--- config.mk ---
export PLATFORM = sky130hd
export DESIGN_NAME = fifo_push_arbiter
export DESIGN_NICKNAME = d
export VERILOG_FILES = /design/src/rtl/fifo_arb_pkg.sv /design/src/rtl/rr_pick.sv /design/src/rtl/fifo_push_arbiter.sv
export SDC_FILE = /design/constraint.sdc
export NUM_CORES = 1
export LEC_CHECK = 0
export ABC_AREA = 1
export BUFFER_PORTS_ARGS = -buffer_cell sky130_fd_sc_hd__buf_2
export CORE_UTILIZATION = 40
export CTS_CLUSTER_DIAMETER = 200
export DETAILED_ROUTE_END_ITERATION = 10
export PLACE_DENSITY = 0.76
export SLEW_MARGIN = 20
export SYNTH_ARGS = -nofsm -noshare
export SYNTH_HDL_FRONTEND = slang
export SYNTH_SLANG_ARGS = --single-unit
--- constraint.sdc ---
create_clock -name clk -period 1.4 [get_ports clk]
set_input_delay 0 -clock clk [delete_from_list [all_inputs] [get_ports clk]]
set_output_delay 0 -clock clk [all_outputs]
set_load 0.02 [all_outputs]
--- src/rtl/fifo_arb_pkg.sv ---
// Shared types and defaults for the Fifo push-side arbiter.
// State encoding, default parameters and a constant-width helper.
package fifo_arb_pkg;

    typedef enum logic {
        ST_IDLE  = 1'b0,
        ST_BURST = 1'b1
    } state_t;

    localparam int DEF_NREQ      = 4;
    localparam int DEF_DW        = 8;
    localparam int DEF_MAX_BURST = 4;

    function automatic int clog2(input int n);
        int r;
        r = 0;
        while ((1 << r) < n) r++;
        return r;
    endfunction

endpackage

--- src/rtl/rr_pick.sv ---
// Combinational round-robin pick: first asserted request at or after ptr,
// wrapping modulo NREQ so non-power-of-2 counts never produce unused codes.
module rr_pick
    import fifo_arb_pkg::*;
#(
    parameter int NREQ = DEF_NREQ,
    localparam int IW  = clog2(NREQ)
) (
    input  logic [NREQ-1:0] req,
    input  logic [IW-1:0]   ptr,
    output logic [IW-1:0]   idx,
    output logic            any
);

    logic [IW-1:0] j;

    assign any = |req;

    // Scan farthest-first so the candidate closest to ptr is written last and wins.
    always_comb begin
        idx = '0;
        j   = '0;
        for (int k = NREQ - 1; k >= 0; k--) begin
            j = IW'((int'(ptr) + k) % NREQ);
            if (req[j]) idx = j;
        end
    end

endmodule

--- src/rtl/fifo_push_arbiter.sv ---
// Shares one Fifo push port between NREQ producers: round-robin grant,
// bursts of up to MAX_BURST beats, push gated by fifo_full.
module fifo_push_arbiter
    import fifo_arb_pkg::*;
#(
    parameter int NREQ      = DEF_NREQ,
    parameter int DW        = DEF_DW,
    parameter int MAX_BURST = DEF_MAX_BURST,
    localparam int IW       = clog2(NREQ)
) (
    input  logic               clk,
    input  logic               rst,
    input  logic [NREQ-1:0]    req_valid,
    input  logic [NREQ*DW-1:0] req_data,
    output logic [NREQ-1:0]    req_ready,
    input  logic               fifo_full,
    output logic               fifo_push,
    output logic [DW-1:0]      fifo_din,
    output logic [IW-1:0]      grant_id,
    output logic               busy
);

    localparam int            BW      = clog2(MAX_BURST + 1);
    localparam logic [BW-1:0] LAST    = BW'(MAX_BURST - 1);
    localparam logic [IW-1:0] LAST_ID = IW'(NREQ - 1);

    state_t        state, state_nx;
    logic [IW-1:0] owner, owner_nx;
    logic [IW-1:0] rr_ptr, rr_ptr_nx;
    logic [BW-1:0] beat_cnt, beat_nx;
    logic [IW-1:0] pick_idx;
    logic          pick_any;
    logic          own_valid;
    logic          xfer;

    rr_pick #(.NREQ(NREQ)) u_pick (
        .req (req_valid),
        .ptr (rr_ptr),
        .idx (pick_idx),
        .any (pick_any)
    );

    assign own_valid = req_valid[owner];
    assign xfer      = (state == ST_BURST) & own_valid & ~fifo_full;

    always_ff @(posedge clk) begin
        if (rst) begin
            state    <= ST_IDLE;
            owner    <= '0;
            rr_ptr   <= '0;
            beat_cnt <= '0;
        end else begin
            state    <= state_nx;
            owner    <= owner_nx;
            rr_ptr   <= rr_ptr_nx;
            beat_cnt <= beat_nx;
        end
    end

    always_comb begin
        state_nx  = state;
        owner_nx  = owner;
        rr_ptr_nx = rr_ptr;
        beat_nx   = beat_cnt;
        case (state)
            ST_IDLE: begin
                if (pick_any) begin
                    state_nx = ST_BURST;
                    owner_nx = pick_idx;
                    beat_nx  = '0;
                end
            end
            ST_BURST: begin
                if (xfer) beat_nx = beat_cnt + 1'b1;
                // A full Fifo alone stalls the owner; only a completed burst or a dropped valid releases.
                if ((xfer && beat_cnt == LAST) || (!own_valid && !xfer)) begin
                    state_nx  = ST_IDLE;
                    rr_ptr_nx = (owner == LAST_ID) ? '0 : owner + 1'b1;
                    beat_nx   = '0;
                end
            end
            default: state_nx = ST_IDLE;
        endcase
    end

    always_comb begin
        req_ready = '0;
        fifo_push = 1'b0;
        fifo_din  = '0;
        grant_id  = '0;
        busy      = 1'b0;
        if (!rst && state == ST_BURST) begin
            busy             = 1'b1;
            grant_id         = owner;
            req_ready[owner] = ~fifo_full;
            fifo_push        = xfer;
            fifo_din         = req_data[int'(owner) * DW +: DW];
        end
    end

endmodule

==> flow_summary_export.csv, run 1 <==
group,metric,value,unit
synthesis,syn_area_per_cell,5.57,sq um
place,port_buffers,54,
timing,final-hold-violation-count,0,
floorplan,die_area,0.00276,sq mm
cts,cts.clk_slew.worst_paths,0.05,ns
critical_path,crit_fanout,5,
synthesis,synth_edf_count,0,
cts,clk_latency,0.25,ns
cts,htreeDepth,1,
cells_and_area,nets,288,
grt,grt_overflow,0,
cells_and_area,utilization,62.0,%
floorplan,dieHeight,52.5,um
detailed_routing,routedWlPerCell,10.4,um
timing,finalCritPeriodShare,95.6,%
detailed_routing,drt_wl_total,2810,um
detailed_routing,drt_pass1_iterations,4,
cts,cts_max_path_buffers,2,
grt,grt_pass1_wl,4130,um
timing,fmax,747,MHz
detailed_routing,vias_per_cell,4.69,
grt,grt_pass1_vias,1029,
detailed_routing,drc,0,
timing,finalClockSkew,0.00191,ns
synthesis,synthFlopType,"dfxtp_1",
synthesis,synth-seq-cells,8,
cts,root_buffer,"clkbuf_4",
power_and_ir_drop,vdd_drop_max,577,uV
synthesis,syn_inst,183,
critical_path,required,1.54,ns
synthesis,syn-num-nets,228,
place,gp_congestion,0.873,
critical_path,cp-start-kind,"register",
detailed_routing,ant_nets,0,
run_status,outcome,"completed",
critical_path,arrival,1.48,ns
cells_and_area,diodes,0,
timing,setup-violations-final,0,
floorplan,rows,17,
timing,period_needed,1.34,ns
detailed_routing,drtIter0Drc,25,
synthesis,syn-cell-area,0.00102,sq mm
grt,grt_max_degree,15,
timing,relSlewSlack,71.4,%
floorplan,die_width,52.5,um
synthesis,yosysWarnings,0,
power_and_ir_drop,p_leak,0.000763,uW
timing,slew_violations,0,
synthesis,async_reset_ff_share,0,%
cts,cts_buffers,3,
grt,antenna_found_initial,0,
floorplan,start_util,44.4,%
power_and_ir_drop,power.density,927,mW/mm^2
grt,track_usage,19.6,%
critical_path,end_kind,"register",
critical_path,crit_type,"reg -> reg",
synthesis,synth.distinct_cells,26,
floorplan,core_area,0.00230,sq mm
job,maxCapViolCount,0,
cells_and_area,area_growth,39.6,%
cells_and_area,drive_above_1_share,36.1,%
place,dp_hpwl,2110,um
power_and_ir_drop,power,1320,uW
worst_hold_path,hold_class,"in -> reg",
timing,rsz0062_at_grt,"true",
detailed_routing,num_vias,1261,
timing,tightestPinTransition,0.426,ns
synthesis,seq_area_frac_synth,15.7,%
floorplan,ios,55,
cts,cts_tree,"done",
cts,clock-sinks,8,
-- power breakdown --
part           leakage [uW]  switching, uW  total, uW  internal [uW]
registers         0.0000676           46.4        312            266
clock network     0.0000138           75.4        173           97.9
logic              0.000682            486        834            348
-- synthesized netlist by cell type (all sizes together) (2+ instances only) --
cell type | n | area, sq um
nand2 | 45 | 186
buf | 4 | 31.3
nor2 | 48 | 180
dfxtp | 8 | 160
a21oi | 13 | 68.8
ha | 6 | 75.1
clkbuf | 3 | 11.3
nand3 | 11 | 67.6
o21ai | 20 | 100
inv | 18 | 70.1
nor4 | 2 | 18.8
-- worst paths after layout --
kind          startpoint           to  slack [ns]  cells after the start
max             owner[0]    rr_ptr[0]        0.06                      8
min            fifo_full  beat_cnt[2]        0.07                      4
max reg2reg     owner[0]    rr_ptr[0]        0.06                      8
min reg2reg  beat_cnt[2]  beat_cnt[2]        0.46                      2
-- placed cells by master (no fill, tap or decap), types with 3 or more instances in the layout --
master and instances:
a21oi_1 11, buf_2 48, buf_4 10, buf_6 3, clkbuf_4 3, dfxtp_1 5
dfxtp_4 3, ha_1 5, inv_1 11, inv_2 5, nand2_1 42, nand3_1 10
nor2_1 46, o21ai_0 8, o21ai_1 12
-- registers in the layout, summed over array words and instances (netlist names) --
signal and flops:
rr_ptr 2, owner 2, state 1, beat_cnt 3
-- metal layers --
layer / global-route usage (%) / wire length (um) / up-vias
li1: - / - / 703
met1: 27.2 / 1310 / 519
met2: 30.6 / 1330 / 35
met3: 2.61 / 139 / 4
met4: 6.58 / 39 / 0
met5: 0 / 0 / -
-- kinds of logic after synthesis --
kind of cell,count (synthesis),synth area share (%)
and+or+nand+nor,108,45.9
AOI/OAI and AO/OA,34,17.8
buffers and inverters,27,13.3
DFF,8,15.7
adders and majority gates,6,7.36
-- worst max-delay path, stage by stage, from the launching register on --
cell and delay (ns):
dfxtp_4 0.36, buf_4 0.14, nand2_1 0.05, nand3_1 0.12, nand2_4 0.13, a21oi_2 0.04, or2_4 0.25, o21ai_1 0.11
nor2_1 0.04
-- stage by stage --
stage | std cells | setup slack [ns] | setup TNS (ns) | hold slack (ns) | cell area, sq um
after floorplan | 183 | 0.0465 | 0 | 0.0583 | 1020
after global placement | 264 | 0.0592 | 0 | 0.274 | 1320
after detailed placement | 264 | 0.0517 | 0 | 0.276 | 1320
after CTS | 268 | 0.00521 | 0 | 0.0394 | 1350
after global routing | 269 | -0.0319 | -0.0750 | 0.0735 | 1420
final | 269 | 0.0609 | 0 | 0.0691 | 1420
-- area by class of cell --
| cell class | count | area [sq um] |
|---|---|---|
| tap | 28 | 35.0 |
| timing repair buffer | 63 | 374 |
| inverter | 19 | 76.3 |
| sequential | 8 | 171 |
| multi-input combinational | 148 | 744 |
| clock buffer | 3 | 22.5 |
| fill | 239 | 873 |
-- timing repair --
action | 4_1_cts | 5_1_grt
pin swaps | 0 | 2
hold buffers | 1 | 0
gates resized for setup | 2 | 20
cloned | 0 | 0
setup buffers | 0 | 1
hold endpoints to repair | 3 | 0
setup endpoints to repair | 9 | 15
(Power assumes the default switching activity.)
==> run 2: changes to the inputs <==
--- a/config.mk
+++ b/config.mk
@@ -10,7 +10,7 @@
 export CORE_UTILIZATION = 40
 export CTS_CLUSTER_DIAMETER = 200
 export DETAILED_ROUTE_END_ITERATION = 10
-export PLACE_DENSITY = 0.76
+export PLACE_DENSITY = 0.73
 export SLEW_MARGIN = 20
 export SYNTH_ARGS = -nofsm -noshare
 export SYNTH_HDL_FRONTEND = slang
==> run 2 against run 1 <==
First-iteration DRC count down 20%. Critical path depth fell by 2. Critical endpoint is now fifo_din[3]. Largest power group unchanged. Clock power is 3% higher. Non-clock buffer count up 2. Largest cell class unchanged. Worst setup slack got worse by 0.051 ns.
==> flow_summary_export.csv, run 2 (same netlist as run 1, synthesis figures left out) <==
group,metric,value,unit
place,gp_congestion,0.848,
detailed_routing,drt_pass1_iterations,4,
job,maxCapViolCount,0,
detailed_routing,drc,0,
detailed_routing,ant_nets,0,
critical_path,cpPeakStageDelay,0.43,ns
floorplan,ios,55,
place,placed_cell_area,0.00130,sq mm
cells_and_area,largest_register_ffs,3,
cts,clock-sinks,8,
worst_hold_path,worstHoldStart,"fifo_full",
cells_and_area,finalNonFillerCells,271,
power_and_ir_drop,power,1450,uW
cells_and_area,final_cell_mix,"45 x buf_2, 44 x nor2_1, 42 x nand2_1, 16 x o21ai_1",
critical_path,crit_type,"reg -> out",
power_and_ir_drop,p_leak,0.000802,uW
place,placedCellCount,262,
floorplan,core_area,0.00230,sq mm
timing,finalCritPeriodShare,99.3,%
timing,slew_violations,0,
detailed_routing,drtIter0Drc,20,
timing,relSlewSlack,68.8,%
cells_and_area,largest-register,"beat_cnt",
floorplan,rows,17,
floorplan,dieHeight,52.5,um
grt,antenna_found_initial,0,
grt,grt_overflow,0,
detailed_routing,drt_wl_total,3000,um
power_and_ir_drop,vdd_drop_max,848,uV
detailed_routing,routedWlPerCell,11.1,um
cts,clk_latency,0.25,ns
critical_path,arrival,1.39,ns
critical_path,cp-start-kind,"register",
cells_and_area,top_regs,"beat_cnt (3), owner (2), rr_ptr (2)",
detailed_routing,top_layer,"met4",
timing,holdWs,0.0879,ns
floorplan,start_util,44.4,%
cells_and_area,utilization,66.2,%
detailed_routing,met3_length,95,um
detailed_routing,drt-met1-wl,1410,um
cts,cts_tree,"done",
timing,setup-violations-final,0,
critical_path,critPathSlowestCell,"dfxtp_4",
place,port_buffers,54,
critical_path,cp_top_family,"flip-flops",
critical_path,critPathMostFrequentCell,"nor2_1",
timing,period_needed,1.39,ns
timing,finalClockSkew,0.00132,ns
cells_and_area,nets,290,
critical_path,crit_buf_inv,2,
floorplan,die_width,52.5,um
place,dp_hpwl,2070,um
grt,grt_max_degree,20,
critical_path,critPathLaunch,"owner[0]",
cts,root_buffer,"clkbuf_4",
detailed_routing,num_vias,1307,
cts,htreeDepth,1,
cells_and_area,area_growth,49.2,%
worst_hold_path,hold_class,"in -> reg",
timing,fmax,719,MHz
cts,cts.clk_slew.worst_paths,0.06,ns
power_and_ir_drop,power.density,956,mW/mm^2
cells_and_area,layout_commonest_cell,"buf_2",
detailed_routing,wl_met2,1480,um
cts,cts_max_path_buffers,2,
critical_path,path_cells,"buf_6 > nor2_1 > nor2_1 > o21ai_1 > a21oi_1 > buf_4",
critical_path,end_kind,"output port",
run_status,outcome,"completed",
cells_and_area,fill_cells,215,
grt,grt_pass1_vias,1052,
cts,cts_buffers,3,
timing,tightestPinTransition,0.464,ns
critical_path,r2r-start,"owner[0]",
cells_and_area,diodes,0,
timing,rsz0062_at_grt,"true",
grt,track_usage,20.2,%
cells_and_area,final_cell_area,0.00152,sq mm
detailed_routing,vias_per_cell,4.82,
floorplan,die_area,0.00276,sq mm
cells_and_area,drive_above_1_share,38.3,%
grt,grt_pass1_wl,4280,um
timing,final-hold-violation-count,0,
critical_path,required,1.40,ns
critical_path,crit_fanout,7,
==> run 2: cell count changes in the layout (fill, tap and decap cells not counted), moves of 2 or more <==
cell | before | now
o21ai_1 | 12 | 16
clkbuf_16 | 0 | 2
buf_4 | 10 | 12
nor2_1 | 46 | 44
buf_2 | 48 | 45
o21ai_0 | 8 | 3
==> run 2: worst min-delay path: cells and delay by family <==
| kind | cells | cell delay (ns) |
|---|---|---|
| simple gates | 2 | 0.11 |
| buf+inv | 1 | 0.13 |
| compound gates | 1 | 0.05 |
==> run 2: report_power, final <==
| part | leakage (uW) | internal (uW) | total [uW] | switching, uW |
|---|---|---|---|---|
| sequential | 0.0000673 | 265 | 323 | 58.6 |
| combinational | 0.000720 | 435 | 953 | 518 |
| clock | 0.0000138 | 98.3 | 179 | 80.8 |
==> run 2: final cells by class <==
cell class / count / area, sq um / share of cell area (%)
multi-input combinational: 148 / 772 / 50.7
tap: 28 / 35.0 / 2.30
clock buffer: 3 / 22.5 / 1.48
timing repair buffer: 65 / 444 / 29.2
inverter: 19 / 78.8 / 5.18
sequential: 8 / 169 / 11.1
==> run 2: path summary, 6_finish.rpt <==
path	endpoint	slack (ns)	depth (start not counted)
worst max register to register	rr_ptr[0]	0.07	8
worst min-delay path	beat_cnt[1]	0.09	4
worst min register to register	beat_cnt[2]	0.46	2
worst max-delay path	fifo_din[3]	0.01	6
==> run 2: repair_timing <==
item	CTS	global route
cloned	1	3
hold endpoints to repair	0	1
hold buffers	0	1
buffers inserted	0	1
pin swaps	0	9
endpoints found under the setup margin	11	17
gates resized for setup	5	36
==> run 2: metal layers <==
metal / GRT usage (%) / up-vias
li1: - / 709
met1: 27.7 / 572
met2: 32.1 / 24
met3: 4.35 / 2
met4: 4.39 / 0
met5: 0 / -
==> run 2: stage by stage <==
stage | worst slack, ns | TNS (ns)
floorplan | 0.0465 | 0
global placement | 0.0796 | 0
detailed placement | 0.0611 | 0
CTS | 0.0176 | 0
global route | -0.0681 | -0.255
finish | 0.00976 | 0
==> run 3: changes to the inputs <==
--- a/config.mk
+++ b/config.mk
@@ -7,10 +7,10 @@
 export LEC_CHECK = 0
 export ABC_AREA = 1
 export BUFFER_PORTS_ARGS = -buffer_cell sky130_fd_sc_hd__buf_2
-export CORE_UTILIZATION = 40
+export CORE_UTILIZATION = 45
 export CTS_CLUSTER_DIAMETER = 200
 export DETAILED_ROUTE_END_ITERATION = 10
-export PLACE_DENSITY = 0.73
+export PLACE_DENSITY = 0.77
 export SLEW_MARGIN = 20
 export SYNTH_ARGS = -nofsm -noshare
 export SYNTH_HDL_FRONTEND = slang
==> constraint.sdc (replaced) <==
create_clock -name clk -period 1.3 [get_ports clk]
set_input_delay 0 -clock clk [delete_from_list [all_inputs] [get_ports clk]]
set_output_delay 0 -clock clk [all_outputs]
set_load 0.02 [all_outputs]
==> run 3 against run 2 <==
The flow now finishes with violations (setup timing). First-iteration DRC count decreased by 10%. Combinational power is 6% higher. Non-clock buffer count increased by 3. Clock-buffer cell count unchanged. Via count increased by 3.4%. Worst hold slack worse by 0.074 ns. Sequential share of layout area grew 0.081 points. Clock skew rose by 0.0081 ns. Largest cell class unchanged.
==> flow_summary_export.csv, run 3 (same netlist as run 1, synthesis figures left out) <==
group,metric,value,unit
floorplan,rows,16,
critical_path,r2r-start,"owner[0]",
timing,final-hold-violation-count,0,
worst_hold_path,worstHoldStart,"rst",
timing,setup-violations-final,10,
timing,layout_setup_ws,-0.0465,ns
cells_and_area,area_growth,52.5,%
floorplan,start_util,49.9,%
cts,cts_buffers,3,
timing,timing.setup.tns,-0.199,ns
critical_path,crit_type,"reg -> out",
grt,grt_max_degree,15,
cts,cts_max_path_buffers,2,
worst_hold_path,hold_depth,2,
cts,cts.hold.buffers_added,0,
grt,track_usage,23.7,%
timing,fmax,743,MHz
grt,grt_overflow,0,
floorplan,core_area,0.00204,sq mm
cts,cts.clk_slew.worst_paths,0.06,ns
cells_and_area,register_area,174,sq um
cells_and_area,multi_input_area,818,sq um
floorplan,die_area,0.00246,sq mm
floorplan,die_width,49.6,um
cells_and_area,nets,293,
grt,grt_pass1_wl,4660,um
cells_and_area,largest_register_ffs,3,
power_and_ir_drop,p_leak,0.000791,uW
critical_path,crit_fanout,8,
cells_and_area,drive_above_1_share,43.9,%
floorplan,dieHeight,49.6,um
cells_and_area,layout_commonest_cell,"buf_2",
cts,clock-sinks,8,
cts,root_buffer,"clkbuf_4",
detailed_routing,drt_pass1_iterations,5,
cells_and_area,diodes,0,
place,dp_hpwl,2170,um
detailed_routing,routedWlPerCell,11.0,um
detailed_routing,drc,0,
detailed_routing,num_vias,1352,
cts,clk_latency,0.26,ns
timing,relSlewSlack,75.6,%
critical_path,end_kind,"output port",
timing,finalClockSkew,0.00937,ns
cells_and_area,final_cell_mix,"43 x buf_2, 42 x nor2_1, 39 x nand2_1, 19 x buf_4, 17 x o21ai_1",
detailed_routing,drt_wl_total,3000,um
critical_path,required,1.30,ns
critical_path,critPathLaunch,"owner[0]",
place,gp_congestion,0.800,
detailed_routing,ant_nets,0,
cts,htreeDepth,1,
cells_and_area,utilization,76.2,%
timing,period_needed,1.35,ns
timing,slew_violations,0,
floorplan,ios,55,
critical_path,arrival,1.35,ns
cells_and_area,top_regs,"beat_cnt (3), owner (2), rr_ptr (2)",
detailed_routing,drtIter0Drc,18,
timing,rsz0062_at_grt,"true",
grt,grt_pass1_vias,1161,
grt,antenna_found_initial,0,
cells_and_area,fill_cells,159,
detailed_routing,vias_per_cell,4.95,
place,port_buffers,54,
critical_path,reg2regPathDepth,8,
cells_and_area,largest-register,"beat_cnt",
timing,holdWs,0.0141,ns
power_and_ir_drop,power.density,1000,mW/mm^2
timing,tightestPinTransition,0.363,ns
timing,finalCritPeriodShare,104,%
run_status,violations,"setup timing",
power_and_ir_drop,vdd_drop_max,888,uV
cts,cts_tree,"done",
job,maxCapViolCount,0,
worst_hold_path,hold_class,"in -> reg",
run_status,outcome,"complete, but fails checks",
critical_path,cp-start-kind,"register",
run 3: timing repair:
action	CTS	global route
pin swaps	2	13
gates cloned	2	1
endpoints found under the setup margin	19	21
buffers inserted	1	2
resized for setup	34	24
run 3: through the flow:
step	power (uW)	cell area [sq um]	cells	setup slack, ns
after floorplan	952	1030	183	-0.00925
after global placement	1140	1330	264	-0.0373
after detailed placement	1160	1330	264	-0.0744
after CTS	1460	1470	270	-0.0176
after global routing	1700	1560	273	-0.146
final	1560	1560	273	-0.0465
run 3: per-layer routing:
metal | up-vias | routed length, um | GRT usage, %
met1 | 603 | 1350 | 29.4
met4 | 0 | 12 | 5.71
met2 | 36 | 1530 | 43.5
li1 | 710 | - | -
met5 | - | 0 | 0
met3 | 3 | 101 | 1.85
run 3: area by class of cell:
| cell class | count | share of cell area (%) |
|---|---|---|
| sequential | 8 | 11.2 |
| inverter | 19 | 5.23 |
| tap | 27 | 2.17 |
| multi-input combinational | 148 | 52.6 |
| timing repair buffer | 68 | 27.4 |
| clock buffer | 3 | 1.45 |
run 3: worst paths after layout:
check | slack (ns) | end
setup / recovery | -0.05 | fifo_din[4]
hold / removal | 0.01 | owner[0]
setup reg to reg | -0.03 | rr_ptr[0]
hold reg to reg | 0.47 | beat_cnt[2]
run 3: critical path: stages, from the launching register on:
cell and delay (ns):
dfxtp_4 0.40, buf_6 0.14, nor2_1 0.05, nor2_1 0.11, o21ai_1 0.09, a21oi_1 0.14
buf_4 0.16
run 3: power breakdown:
part | total [uW] | leakage [uW] | internal, uW | switching (uW)
clock | 198 | 0.0000138 | 106 | 92.0
combinational | 1010 | 0.000709 | 439 | 575
sequential | 345 | 0.0000685 | 288 | 57.6
